<file path="src/rtl/md5_sched_pkg.sv">
// Shared types and helpers for the md5 unit scheduler.
// State encoding, default sizes and the round-robin pointer width.
package md5_sched_pkg;

   localparam int DEF_NUM_UNITS = 4;
   localparam int DEF_POS_W     = 16;

   typedef enum logic [1:0] {
      ST_IDLE  = 2'd0,
      ST_RUN   = 2'd1,
      ST_DRAIN = 2'd2,
      ST_DONE  = 2'd3
   } sched_state_e;

   // Width of a pointer able to index n units; never below 1 bit.
   function automatic int ptr_w(input int n);
      int w;
      w = 1;
      while ((1 << w) < n) w++;
      return w;
   endfunction

endpackage

</file>
<file path="src/rtl/md5_unit_sched_rr_pick.sv">
// Combinational round-robin selector: first idle unit at or above the
// pointer, wrapping at N. Reusable by any first-free arbiter.
module rr_pick #(
   parameter int N  = 4,
   parameter int PW = 2
) (
   input  logic [N-1:0]  i_busy,
   input  logic [PW-1:0] i_rr_ptr,
   output logic [N-1:0]  o_grant_oh,
   output logic [PW-1:0] o_grant_idx,
   output logic          o_any_idle
);

   always_comb begin
      int idx;
      o_grant_oh  = '0;
      o_grant_idx = '0;
      o_any_idle  = 1'b0;
      idx         = 0;
      for (int i = 0; i < N; i++) begin
         idx = int'(i_rr_ptr) + i;
         if (idx >= N) idx = idx - N;
         if (!o_any_idle && !i_busy[idx]) begin
            o_any_idle      = 1'b1;
            o_grant_oh[idx] = 1'b1;
            o_grant_idx     = PW'(idx);
         end
      end
   end

endmodule

</file>
<file path="src/rtl/md5_unit_sched.sv">
// Dispatches candidate-string jobs to idle md5 units round-robin and folds
// their done/match pulses into one result: lowest matching byte position.
module md5_unit_sched
   import md5_sched_pkg::*;
#(
   parameter int NUM_UNITS = DEF_NUM_UNITS,
   parameter int POS_W     = DEF_POS_W
) (
   input  logic                 clk,
   input  logic                 reset_n,
   input  logic                 sched_start,
   input  logic                 jobs_end,
   input  logic                 job_valid,
   input  logic [POS_W-1:0]     job_pos,
   output logic                 job_ready,
   output logic [NUM_UNITS-1:0] unit_start,
   input  logic [NUM_UNITS-1:0] unit_done,
   input  logic [NUM_UNITS-1:0] unit_match,
   output logic                 proc_done,
   output logic                 proc_match,
   output logic [POS_W-1:0]     proc_byte_pos,
   output logic [NUM_UNITS-1:0] units_busy,
   output logic                 sched_err,
   output logic [1:0]           sched_state
);

   localparam int PW = ptr_w(NUM_UNITS);

   sched_state_e         r_state, w_next;
   logic [NUM_UNITS-1:0] r_busy, r_unit_start;
   logic [NUM_UNITS-1:0] w_grant_oh, w_done_ok, w_hit;
   logic [PW-1:0]        r_rr_ptr, w_grant_idx;
   logic                 w_any_idle, w_accept;
   logic [POS_W-1:0]     r_pos [NUM_UNITS];
   logic                 r_match, r_err;
   logic [POS_W-1:0]     r_byte_pos;
   logic                 w_cand_vld;
   logic [POS_W-1:0]     w_cand;

   rr_pick #(.N(NUM_UNITS), .PW(PW)) u_pick (
      .i_busy      (r_busy),
      .i_rr_ptr    (r_rr_ptr),
      .o_grant_oh  (w_grant_oh),
      .o_grant_idx (w_grant_idx),
      .o_any_idle  (w_any_idle)
   );

   // Handshake: a job transfers on any cycle where job_valid && job_ready.
   // job_ready depends only on registered state/busy, never on job_valid.
   assign job_ready = (r_state == ST_RUN) && w_any_idle;
   assign w_accept  = job_valid && job_ready;
   assign w_done_ok = unit_done & r_busy;
   assign w_hit     = w_done_ok & unit_match;

   // Strict less-than keeps the lowest index on equal positions.
   always_comb begin
      w_cand_vld = 1'b0;
      w_cand     = '0;
      for (int k = 0; k < NUM_UNITS; k++) begin
         if (w_hit[k] && (!w_cand_vld || r_pos[k] < w_cand)) begin
            w_cand_vld = 1'b1;
            w_cand     = r_pos[k];
         end
      end
   end

   always_comb begin
      w_next = r_state;
      if (sched_start) begin
         w_next = ST_RUN;
      end else begin
         case (r_state)
            ST_RUN:   if (jobs_end) w_next = (r_busy == '0 && !w_accept) ? ST_DONE : ST_DRAIN;
            ST_DRAIN: if (r_busy == '0) w_next = ST_DONE;
            default:  w_next = r_state;
         endcase
      end
   end

   always_ff @(posedge clk or negedge reset_n) begin
      if (!reset_n) r_state <= ST_IDLE;
      else          r_state <= w_next;
   end

   always_ff @(posedge clk or negedge reset_n) begin
      if (!reset_n) begin
         r_busy       <= '0;
         r_unit_start <= '0;
         r_rr_ptr     <= '0;
         r_match      <= 1'b0;
         r_byte_pos   <= '0;
         r_err        <= 1'b0;
         for (int k = 0; k < NUM_UNITS; k++) r_pos[k] <= '0;
      end else begin
         r_unit_start <= '0;
         if (|(unit_done & ~r_busy)) r_err <= 1'b1;
         if (sched_start) begin
            r_busy     <= '0;
            r_rr_ptr   <= '0;
            r_match    <= 1'b0;
            r_byte_pos <= '0;
         end else begin
            r_busy <= (r_busy & ~w_done_ok) | (w_accept ? w_grant_oh : '0);
            if (w_accept) begin
               r_pos[w_grant_idx] <= job_pos;
               r_rr_ptr           <= (w_grant_idx == PW'(NUM_UNITS - 1)) ? '0 : w_grant_idx + 1'b1;
               r_unit_start       <= w_grant_oh;
            end
            if (w_cand_vld && (!r_match || w_cand < r_byte_pos)) begin
               r_match    <= 1'b1;
               r_byte_pos <= w_cand;
            end
         end
      end
   end

   assign unit_start    = r_unit_start;
   assign units_busy    = r_busy;
   assign proc_done     = (r_state == ST_DONE);
   assign proc_match    = r_match;
   assign proc_byte_pos = r_byte_pos;
   assign sched_err     = r_err;
   assign sched_state   = r_state;

endmodule

</file>
<file path="config.mk">
export PLATFORM = sky130hd
export DESIGN_NAME = md5_unit_sched
export DESIGN_NICKNAME = d
export VERILOG_FILES = /design/src/rtl/md5_sched_pkg.sv /design/src/rtl/md5_unit_sched_rr_pick.sv /design/src/rtl/md5_unit_sched.sv
export SDC_FILE = /design/constraint.sdc
export NUM_CORES = 1
export LEC_CHECK = 0
export ABC_AREA = 0
export CAP_MARGIN = 25
export CORE_MARGIN = 2
export CORE_UTILIZATION = 40
export CTS_CLUSTER_DIAMETER = 80
export CTS_CLUSTER_SIZE = 10
export DETAILED_ROUTE_END_ITERATION = 10
export PLACE_DENSITY = 0.56
export SLEW_MARGIN = 20
export SYNTH_ARGS = -nofsm -noshare
export SYNTH_HDL_FRONTEND = slang
export SYNTH_SLANG_ARGS = --single-unit
</file>
<file path="constraint.sdc">
create_clock -name clk -period 10.9 [get_ports clk]
set_input_delay 1.635 -clock clk [delete_from_list [all_inputs] [get_ports clk]]
set_output_delay 1.635 -clock clk [all_outputs]
set_load 0.02 [all_outputs]
</file>
---- After elaboration in Yosys (flattened, before gate mapping) ----
Index checks and enable logic that the tools add are counted.
operators by class
  multipliers ............................. 0
  mux-type cells .......................... 62
  reduce and logical (&&, ||, !) cells .... 36
  shift-type cells ........................ 0
  add/sub/neg operators ................... 8
  bitwise gates (word level) .............. 12
  order comparisons ....................... 18
  div/mod/pow operators ................... 0
  equality and inequality tests ........... 6
operators with widths
  operator                                                                        count
  32-bit by 1-bit >= comparator with 1-bit output (second input constant)         4
  32-bit by 4-bit less-than comparator with 1-bit output (second input constant)  4
  32-bit 2-to-1 mux                                                               4
  16-bit 2-to-1 mux                                                               7
  32-bit by 4-bit >= comparator with 1-bit output (second input constant)         3
  32-bit by 4-bit subtractor with 32-bit output (second input constant)           3
  64-bit bitwise mux                                                              1
  16-bit less-than comparator                                                     4
  16-bit demux with 2-bit select                                                  1
  4-bit 2-to-1 mux                                                                7
  1-bit 2-to-1 mux                                                                23
  2-bit 2-to-1 mux                                                                10
  4-bit bitwise AND                                                               4
  4-bit OR                                                                        4
  1-bit logical AND                                                               15
  1-bit logical NOT                                                               10
  1-bit binary-select mux with 2-bit select                                       4
  1-bit demux with 2-bit select                                                   4
  4-bit inverter                                                                  2
  2-bit by 2-bit adder with 3-bit output (second input constant)                  2
  2-bit equality test (second input constant)                                     3
  3-bit != test (second input constant)                                           2
  4-bit logical NOT                                                               1
  1-bit logical OR                                                                4
  other kinds (15)                                                                16
storage, ports and cells
  bits in writable memories ............... 0
  bits in registers ....................... 94
  word-level logic and storage cells ...... 153
  input port bits ......................... 29
  bits in latches ......................... 0
  output and inout port bits .............. 30
  ROM bits ................................ 0
  memories kept ........................... 0

---- Longest topological paths before layout ----
Gate-level depths: netlist of the first run.
  depth in word-level cells ............... 23
  gate-level depth with buffers ........... 48

---- Modules after synthesis ----
From an unflattened synthesis of the first run, not the netlist that was laid out.
unflattened totals
  cells, all modules ...................... 640
  area, all modules ....................... 6,573.8 µm²
by module, submodules not included
  module          area an instance (µm²)  times used  cells an instance
  md5_unit_sched  6,039.5                 1           574
  rr_pick         534.3                   1           66

---- Worst setup path after synthesis of the first run ----
No wires, ideal clock.
  kind .................................... in2reg
  start ................................... input port unit_match[0]
  end ..................................... register r_byte_pos[10], in the netlist proc_byte_pos[10]
  buffers on the path ..................... 9
  slack ................................... 1.489 ns
  required time ........................... 10.775 ns
  arrival ................................. 9.286 ns
  stages .................................. 45
  library setup time ...................... 0.125 ns
  cell sequence ........................... and3_4 -> buf_6 -> clkbuf_1 -> nand2_1 -> ha_1 -> a21oi_1 -> nand2_1 -> o31ai_2 -> a31oi_1 -> nor2_1 -> clkbuf_1 -> nor2_1 -> a21oi_1 -> ha_1 -> a21oi_1 -> a21boi_0 -> o41ai_1 -> o211ai_1 -> [... 9 more ...] -> o21ai_1 -> o21ai_0 -> nor2_1 -> a2111oi_2 -> nand4_1 -> nand2_1 -> buf_2 -> a221o_1 -> nand2_1 -> ha_1 -> a21o_1 -> a221o_1 -> a21oi_1 -> nand3_1 -> nor2_1 -> a21oi_2 -> buf_6 -> mux2_4
on the way
  cells in the longest elaborated chain, start to end .. 18
  elaborated cells between the ends (all ways) .. 27
  those cells by class .................... order compare: 4; mux: 10; bitwise: 1; reduce/logical: 12
ends and longest elaborated chain
  item                                                                     line                   text
  from (decl)                                                              md5_unit_sched.sv:18   input logic [NUM_UNITS-1:0] unit_match,
  4-bit bitwise AND *                                                      md5_unit_sched.sv:53   assign w_hit = w_done_ok & unit_match;
  16-bit 2-to-1 mux / 1-bit 2-to-1 mux (equally long branches)             md5_unit_sched.sv:60   if (w_hit[k] && (!w_cand_vld || r_pos[k] < w_cand)) begin
  16-bit less-than comparator / 1-bit logical NOT (equally long branches)  md5_unit_sched.sv:60
  1-bit logical OR                                                         md5_unit_sched.sv:60
  1-bit logical AND                                                        md5_unit_sched.sv:60
  16-bit 2-to-1 mux / 1-bit 2-to-1 mux (equally long branches)             md5_unit_sched.sv:60
  16-bit less-than comparator / 1-bit logical NOT (equally long branches)  md5_unit_sched.sv:60
  1-bit logical OR                                                         md5_unit_sched.sv:60
  [... 2 more ...]                                                         --
  16-bit less-than comparator / 1-bit logical NOT (equally long branches)  md5_unit_sched.sv:60
  1-bit logical OR                                                         md5_unit_sched.sv:60
  1-bit logical AND                                                        md5_unit_sched.sv:60
  16-bit 2-to-1 mux                                                        md5_unit_sched.sv:60
  16-bit less-than comparator                                              md5_unit_sched.sv:109  if (w_cand_vld && (!r_match || w_cand < r_byte_pos)) begin
  1-bit logical OR                                                         md5_unit_sched.sv:109
  1-bit logical AND                                                        md5_unit_sched.sv:109
  2-bit nonzero test (no source line)                                      --
  to (signal assigned)                                                     md5_unit_sched.sv:111  r_byte_pos <= w_cand;
  to (decl)                                                                md5_unit_sched.sv:36   logic [POS_W-1:0] r_byte_pos;
Every way passes the cells marked *; elsewhere a longest branch is shown, timed or not. The select of a mux whose other input is x is not followed.
A chain may end at the register's enable or synchronous reset.

---- Worst setup path after layout of the first run ----
  start ................................... input port unit_done[0]
  end ..................................... register r_byte_pos[13], in the netlist proc_byte_pos[13]
on the way
  cells in the longest elaborated chain, start to end .. 19
  elaborated cells between the ends (all ways) .. 28
  those cells by class .................... order compare: 4; mux: 10; bitwise: 2; reduce/logical: 12
ends and longest elaborated chain
  item                                                                     line                   text
  from (decl)                                                              md5_unit_sched.sv:17   input logic [NUM_UNITS-1:0] unit_done,
  4-bit bitwise AND *                                                      md5_unit_sched.sv:52   assign w_done_ok = unit_done & r_busy;
  4-bit bitwise AND *                                                      md5_unit_sched.sv:53
  16-bit 2-to-1 mux / 1-bit 2-to-1 mux (equally long branches)             md5_unit_sched.sv:60
  16-bit less-than comparator / 1-bit logical NOT (equally long branches)  md5_unit_sched.sv:60
  1-bit logical OR                                                         md5_unit_sched.sv:60
  1-bit logical AND                                                        md5_unit_sched.sv:60
  16-bit 2-to-1 mux / 1-bit 2-to-1 mux (equally long branches)             md5_unit_sched.sv:60
  16-bit less-than comparator / 1-bit logical NOT (equally long branches)  md5_unit_sched.sv:60
  [... 3 more ...]                                                         --
  16-bit less-than comparator / 1-bit logical NOT (equally long branches)  md5_unit_sched.sv:60
  1-bit logical OR                                                         md5_unit_sched.sv:60
  1-bit logical AND                                                        md5_unit_sched.sv:60
  16-bit 2-to-1 mux                                                        md5_unit_sched.sv:60
  16-bit less-than comparator                                              md5_unit_sched.sv:109
  1-bit logical OR                                                         md5_unit_sched.sv:109
  1-bit logical AND                                                        md5_unit_sched.sv:109
  2-bit nonzero test (no source line)                                      --
Marks and branches as above.

==> impl_metrics.json, run 1 <==
{
  "rows": 46,
  "h-tree-depth": 3,
  "cp_slowest_stage_delay_ps": 540,
  "fin_nets": 823,
  "synth_top_area_share_pct": 36.5,
  "io_buffers": 58,
  "clock.fmax_mhz": 98.7,
  "numCtsBuffers": 9,
  "synthArstFlopShare_pct": 100,
  "hpwl_um": 13000,
  "grt_pass1_wl_um": 27300,
  "grt_use_total_pct": 20.9,
  "avgSynthCellArea_um2": 9.58,
  "p_leak_nw": 3.45,
  "drive_gt1_share_pct": 15.9,
  "yosys.area_share.xor_xnor_pct": 0,
  "ys_seq_area_share_pct": 36.5,
  "first_pass_iters": 6,
  "setup_tns_ps": 0,
  "critPathTopFamily": "compound AO/OA/AOI/OAI gates",
  "timing.hold.ws_ps": 481,
  "grt.overflow.total": 0,
  "die_h_um": 131,
  "syn-cell-area_um2": 6440,
  "p_per_area_nw_per_um2": 197,
  "busiest_layer": "met2",
  "min_period_ps": 10130,
  "synthTopCellsByCount": "dfrtp_1, nand2_1, nor2_1",
  "clk_latency_ps": 350,
  "synth_ff_type": "dfrtp_1",
  "cp_max_fo": 21,
  "synth_edf_count": 0,
  "post_cts_buffers": 0,
  "clkTransAtPathRegs_ps": 60,
  "drt_iter0_drc": 323,
  "max-vdd-ir-drop_uv": 90.8,
  "slew_headroom_pct": 40.7,
  "clk_path_buf_depth": 2,
  "cap_viol_max_count": 0,
  "ant_nets": 0,
  "hold_path_class": "reg2reg",
  "synth-seq-cells": 94,
  "start_util_pct": 40.7,
  "grtUsageMet1_pct": 29.6,
  "cts_tree": "built",
  "cts.sinks": 94,
  "area_growth_pct": 16.6,
  "ys_types": 55,
  "drc": 0,
  "r2r_cells": 39,
  "io_pins": 59,
  "vias_per_cell": 5.63,
  "wire_per_inst_um": 18.1,
  "hold_viol": 0,
  "crit_path_start_kind": "primary input",
  "rsz0062_at_grt": "no",
  "cp_num_cells": 40,
  "antenna_found_initial": 0,
  "path_class": "in2reg",
  "grt_pass1_vias": 5169,
  "die_area_um2": 17100,
  "critical_path_buf_inv_count": 4,
  "hold_path_depth": 2,
  "synthTopCellsByArea": "dfrtp_1, ha_1, mux2_2",
  "power_w": 0.00148,
  "grt.met2_usage_pct": 33.1,
  "worstPathArrival_ps": 10360,
  "grt_max_degree": 70,
  "yosysWarnings": 0,
  "muxShareOfSynthArea_pct": 14.9,
  "die_w_um": 131,
  "synth_fa_ha_area_share_pct": 14.0,
  "finalSetupViolCount": 0,
  "use_met3_pct": 3.38,
  "antenna-diode-count": 0,
  "synth_top_family_by_area": "compound AO/OA/AOI/OAI gates",
  "status": "completed",
  "synth_nets": 774,
  "synth_cells": 673,
  "finClkSkew_ps": 7.98,
  "synth-compound-area-share_pct": 16.6,
  "synth-simple-area-share_pct": 14.0,
  "end_kind": "flip-flop",
  "routed_wl_um": 17000,
  "cp.required_ps": 11130,
  "yosysMostFrequentCell": "dfrtp_1",
  "place.gp.congestion": 0.883,
  "via_count": 5297,
  "slew_viol_final": 0,
  "core_um2": 15800,
  "finalCritPeriodShare_pct": 92.9,
  "synth_top_area_cell": "dfrtp_1",
  "cts_root_buffer": "clkbuf_16",
  "cpMaxStageDelayCell": "clkdlybuf4s50_1",
  "tightest_slew_ps": 889
}
## metal layers
metal	up-vias	share of wire, %
met2	101	46
li1	2546	-
met3	16	3.8
met4	0	1.3
met5	-	0
met1	2634	49
## cell usage in the layout, fill, tap and decap left out, types with 2 or more instances in the layout
master and instances:
a221oi_1 4, o41ai_1 2, clkbuf_16 9, mux2_2 69
o211a_1 2, a2111oi_0 2, a221o_1 16, clkdlybuf4s50_1 57
a211oi_1 5, ha_1 72, nor2_1 76, nor2b_1 2
o211ai_1 4, o2111ai_1 3, nand2b_1 2, a31oi_1 4
o21a_1 3, dfrtp_1 94, mux2_4 10, and3_1 4
a21o_1 5, a21oi_1 56, nand3b_1 2, nor4_1 2
nand2_1 87, buf_4 10, nor3_1 2, a22oi_1 4
o21ai_1 2, clkbuf_1 3, nand4_1 14, inv_1 26
and2_1 4, nand3_1 9, o21ai_0 30, o32ai_1 4
## tightest hold or removal path, stage by stage (launching register included)
cell and delay, ps:
dfrtp_1 350, a21oi_1 40, nand2_1 60
## sequential cells by signal, indices dropped and copies added, names as in the netlist
signal / flops
proc_byte_pos: 16
units_busy: 4
unit_start: 4
sched_err: 1
proc_match: 1
sched_state: 2
r_pos: 64
r_rr_ptr: 2
## area by class of cell
class | instances | area [um2]
Clock buffer | 12 | 236
Inverter | 26 | 97.6
Timing Repair Buffer | 69 | 677
Clock inverter | 2 | 35.0
Tap cell | 216 | 270
Sequential cell | 94 | 2350
Fill cell | 1492 | 8320
Multi-Input combinational cell | 522 | 3840
## cell families after synthesis
group / count (synthesis)
compound gates: 159
fa+ha+maj: 72
buf+inv: 57
flops: 94
mux: 81
simple gates: 210
## timing repair
item	in CTS	in global routing
setup endpoints to repair	0	15
hold buffers	0	0
gates resized for setup	0	2
## stage by stage
stage               instance area, um2  util, %  instances  setup WS [ps]
detailed placement                7220     45.6        926           18.3
CTS                               7490     47.3        940            369
finish                            7510     47.5        941            773
floorplan                         6440        -        673           1490
global placement                  7220     45.6        926            263
global route                      7510     47.5        941           65.3
## where the power goes
| part | total (W) | switching, W | internal, W | leakage [nW] |
|---|---|---|---|---|
| clock | 0.000307 | 0.000132 | 0.000175 | 0.132 |
| sequential | 0.000592 | 0.000122 | 0.000470 | 1.21 |
| combinational | 0.000583 | 0.000291 | 0.000292 | 2.11 |
## path summary, 6_finish.rpt
| check | start | endpoint | slack [ps] |
|---|---|---|---|
| max reg2reg | units_busy[0] | proc_byte_pos[13] | 1990 |
| min in group asynchronous | reset_n | proc_byte_pos[3] | 1180 |
| max in group asynchronous | reset_n | r_pos[40] | 8520 |
| min | sched_err | sched_err | 480 |
| max | unit_done[0] | proc_byte_pos[13] | 770 |
| min reg2reg | sched_err | sched_err | 480 |
No activity file was read; power rests on OpenSTA's default activity.
==> run 2, diff against run 1 <==
--- a/config.mk
+++ b/config.mk
@@ -13,6 +13,7 @@
 export CTS_CLUSTER_SIZE = 10
 export DETAILED_ROUTE_END_ITERATION = 10
 export PLACE_DENSITY = 0.56
+export SKIP_LAST_GASP = 1
 export SLEW_MARGIN = 20
 export SYNTH_ARGS = -nofsm -noshare
 export SYNTH_HDL_FRONTEND = slang
==> results of run 2 <==
The final DEF is identical to that of run 1; final timing and power are the same.
